**src/rtl/loopback_pkg.sv**
```systemverilog
// rtl/loopback_pkg.sv - shared state type and PRBS7 helper for the loopback pattern checker
package loopback_pkg;

  typedef enum logic [1:0] {
    SETTLE = 2'd0,
    SEARCH = 2'd1,
    LOCKED = 2'd2
  } state_t;

  localparam logic [6:0] PRBS7_SEED  = 7'h7F;
  localparam int         PRBS7_TAP_A = 6;   // x^7 term
  localparam int         PRBS7_TAP_B = 5;   // x^6 term
  localparam int         HIST_W      = 32;

  // History of produced bits, newest in bit 0, so the low 7 bits are the next LFSR state
  // and the low nbits form a word with the earliest bit in the MSB.
  function automatic logic [HIST_W-1:0] prbs7_step(input logic [6:0] seed, input int nbits);
    logic [HIST_W-1:0] hist;
    hist = {{(HIST_W-7){1'b0}}, seed};
    for (int i = 0; i < nbits; i++) begin
      hist = {hist[HIST_W-2:0], hist[PRBS7_TAP_A] ^ hist[PRBS7_TAP_B]};
    end
    return hist;
  endfunction

endpackage

```
**src/rtl/pattern_gen.sv**
```systemverilog
// rtl/pattern_gen.sv - TX word generator, incrementing counter or PRBS7
module pattern_gen
  import loopback_pkg::*;
#(
  parameter int DATA_W = 8,
  parameter int MODE   = 0
) (
  input  logic              clk,
  input  logic              rst,
  input  logic              en,
  output logic [DATA_W-1:0] tx_data
);

  logic [6:0]        lfsr;
  logic [DATA_W-1:0] prbs_word;

  always_comb begin
    prbs_word = DATA_W'(prbs7_step(lfsr, DATA_W));
  end

  always_ff @(posedge clk or posedge rst) begin
    if (rst) begin
      tx_data <= '0;
      lfsr    <= PRBS7_SEED;
    end else if (en) begin
      if (MODE == 1) begin
        tx_data <= prbs_word;
        lfsr    <= prbs_word[6:0];
      end else begin
        tx_data <= tx_data + DATA_W'(1);
      end
    end
  end

endmodule

```
**config.mk**
```make
export PLATFORM = sky130hd
export DESIGN_NAME = pattern_gen
export DESIGN_NICKNAME = d
export VERILOG_FILES = /design/src/rtl/loopback_pkg.sv /design/src/rtl/pattern_gen.sv
export SDC_FILE = /design/constraint.sdc
export NUM_CORES = 1
export LEC_CHECK = 0
export BUFFER_PORTS_ARGS = -buffer_cell sky130_fd_sc_hd__buf_2
export CORE_AREA = 2 2 39 41
export DETAILED_ROUTE_END_ITERATION = 8
export DIE_AREA = 0 0 41 43
export PLACE_DENSITY = 0.56
export SETUP_SLACK_MARGIN = 0.05
export SLEW_MARGIN = 20
export SYNTH_ARGS = -nofsm -noshare
export SYNTH_HDL_FRONTEND = slang
export SYNTH_SLANG_ARGS = --single-unit
export TNS_END_PERCENT = 5
```
**constraint.sdc**
```tcl
create_clock -name clk -period 1 [get_ports clk]
set_input_delay 0.1 -clock clk [delete_from_list [all_inputs] [get_ports clk]]
set_output_delay 0.1 -clock clk [all_outputs]
set_load 0.02 [all_outputs]
```
==> results by group <==
Place
  – Dpl cell area: 455.4 um2
  – Final RePlAce weighted congestion: 0.6670
  – Pre-CTS setup slack: -0.07003 ns
  – PortBufs: 10

Drt
  – Iteration-0 DRC Markers: 3
  – DR vias/cell: 4.462
  – Router iterations before antenna repair: 2
  – DRT Wirelength: 717 um
  – Routed WL per cell: 11.03 um
  – Post-route ant nets: 0
  – Remaining DRCs: 0
  – Vias: 290

Clock network
  – CTS H-Tree Depth: 1
  – Clock slew at reported path FFs: 0.06 ns
  – CTS Buf Count: 3
  – Clock tree buffer depth: 2
  – Clock Latency Late Sink: 0.26 ns
  – CTS tree: yes
  – Root Buffer: clkbuf_4
  – Clk sinks: 8

Timing
  – Final Max Slew Viols: 0
  – RSZ-0062 raised after global routing: yes
  – Slew headroom: 0.7989
  – Final worst path period share: 1.057
  – Hold Fails Final Rpt: 0
  – Peak Freq: 945.9 MHz
  – Final Skew: 0.006297 ns
  – Worst setup slack after layout: -0.05718 ns
  – Worst Tran Pin Value: 0.3013 ns
  – Fin crit period: 1.057 ns
  – Final setup viols: 5

Finish
  – Final instance area: 581.8 um2
  – Area grow syn2layout: 68.48%
  – Multi-input logic area: 156.4 um2
  – Largest Register: tx_data
  – Most frequent cells in the layout: 11 x buf_6, 5 x dfrtp_1, 4 x xnor2_1
  – Reg area: 203.9 um2
  – Top flop regs: tx_data x8
  – Share of layout cells above drive strength 1: 0.5714
  – Antenna cells: 0
  – Most common cell after layout, fill and taps aside: buf_6
  – Fill count: 139
  – Max reg flops: 8
  – Nets@finish: 54
  – Utilization after layout: 0.4204

Synth
  – Distinct cells, synth: 12
  – FF+latch count, synth: 8
  – Mapped Cells: 27
  – Syn_nets: 31
  – Post-synthesis sequential area ratio: 0.5797
  – Mean Syn Cell Area: 12.79 um2
  – Synthesized cell area: 345.3 um2
  – Synth Warn #: 0

Pwr
  – Net Sw Power: 0.0007338 W
  – Sequential power share: 0.327
  – PwrDens: 3378 nW/um2
  – Worst vdd ir: 1.245 mV
  – Overall power: 0.001965 W
  – Switching share of power: 0.3734
  – P_leak: 0.2734 nW
  – Clock network fraction of design power: 0.145
  – Internal power: 0.001231 W
  – Logic pwr share: 0.528

Floorplanning
  – Die H: 43 um
  – Die W: 41 um
  – Die area: 1763 um2
  – Starting Density: 0.2495
  – Row cnt: 14
  – Core Region: 1384 um2
  – I/O Pins: 11

Status
  – Violated checks: negative setup slack
  – Status: complete, but fails checks

GRT
  – Initial antenna violation count: 0
  – Total GRT Usage: 0.1123
  – Largest net degree at the start of global routing: 9
  – Vias in the first global route: 292
  – GRT Residual Overflow: 0
  – First-pass GRT wire length: 1.248 mm

Worst setup path
  – FF-to-FF setup slack: -0.04 ns
  – Most common cell on crit path: buf_6
  – Slowest-stage cell, CP: dfrtp_2
  – Worst path max stage delay: 0.44 ns
  – Critical Path Fanout Max: 3
  – Worst Setup SP: tx_data[0]
  – Critical Path Source Type: flip-flop
  – WP buf/inv: 2
  – Reg2reg path depth: 2
  – End point of the critical path: tx_data[0]
  – Crit Path Category: reg -> out
  – Worst R2R End: tx_data[1]
  – Crit. End Element: output port
  – WP depth: 2
  – Delay-heaviest family, CP: flip-flops
  – Crit-path cells: buf_6, buf_6
  – Worst flop-to-flop path startpoint: tx_data[0]
  – CP required: 0.90 ns
  – Crit path arrival time: 0.96 ns

Job
  – Max Cap Viol: 0

Worst hold path
  – Hold WC Path Type: in -> reg
## routing by layer
metal  GRT usage  share of wire
met4     0.08000          0.024
met5           0              0
met2      0.1438           0.47
met1      0.1452           0.43
met3     0.04712          0.073
## power groups by stage
stage | sequential (W) | clock (W) | combinational (W)
4_1_cts | 0.000641 | 0.000289 | 0.00104
3_5_place_dp | 0.000613 | 0 | 0.000728
2_1_floorplan | 0.000795 | 0 | 0.000212
5_1_grt | 0.000674 | 0.000309 | 0.00112
3_3_place_gp | 0.000607 | 0 | 0.000720
6_report | 0.000643 | 0.000285 | 0.00104
## worst reg2reg max path: cells and delay by family (launching register included)
family | cells | cell delay, ns
mux | 1 | 0.25
fa+ha+maj | 1 | 0.24
flops | 1 | 0.44
## how the worst min path moves through the flow
stage	start	endpoint	slack (ns)	depth (start not counted)
3_3_place_gp	rst	tx_data[7]	0.06	2
3_5_place_dp	rst	tx_data[7]	0.06	2
6_report	en	tx_data[0]	0.10	2
2_1_floorplan	rst	tx_data[2]	-0.08	1
5_1_grt	en	tx_data[0]	0.11	2
4_1_cts	en	tx_data[0]	0.1	2
## cells by family (layout without fill, tap and decap cells)
logic type | after synthesis | count (layout) | synth area share
buffers and inverters | 1 | 23 | 0.01086
and+or+nand+nor | 9 | 9 | 0.1630
DFF | 8 | 8 | 0.5797
xor gates and xnor gates | 7 | 7 | 0.1775
adders and majority gates | 1 | 1 | 0.03623
muxes | 1 | 1 | 0.03261
## cell usage after synthesis
| cell type | n | area [um2] |
|---|---|---|
| inv_1 | 1 | 3.750 |
| mux2_2 | 1 | 11.26 |
| nand4_1 | 2 | 12.51 |
| ha_1 | 1 | 12.51 |
| and3_1 | 1 | 6.260 |
| xor2_1 | 3 | 26.28 |
| nor3_2 | 1 | 10.01 |
| nand2_1 | 3 | 11.26 |
| nand4_2 | 1 | 12.51 |
| dfrtp_1 | 8 | 200.2 |
| nor2_1 | 1 | 3.750 |
| xnor2_1 | 4 | 35.03 |
## metrics by stage
step / hold slack [ns] / TNS [ns] / instances
5_1_grt: 0.1111 / -0.4309 / 65
6_report: 0.1038 / -0.1659 / 65
2_1_floorplan: -0.08448 / -0.3072 / 27
4_1_cts: 0.09835 / -0.1788 / 65
3_5_place_dp: 0.05957 / -0.07003 / 58
3_3_place_gp: 0.06257 / -0.05054 / 58
## repair_timing
action	CTS	global route
endpoints found under the hold margin	8	0
gates resized for setup	18	3
hold buffers	1	0
setup buffers	2	0
pin swaps	6	1
endpoints found under the setup margin	10	14
## area by class of cell
| type | instances | share of cell area |
|---|---|---|
| inverter | 1 | 0.006452 |
| clock buffer | 4 | 0.04516 |
| timing repair buffer | 18 | 0.2946 |
| multi-input combinational | 18 | 0.2688 |
| sequential | 8 | 0.3505 |
| tap | 16 | 0.03441 |
No activity file was read; power rests on OpenSTA's default activity.
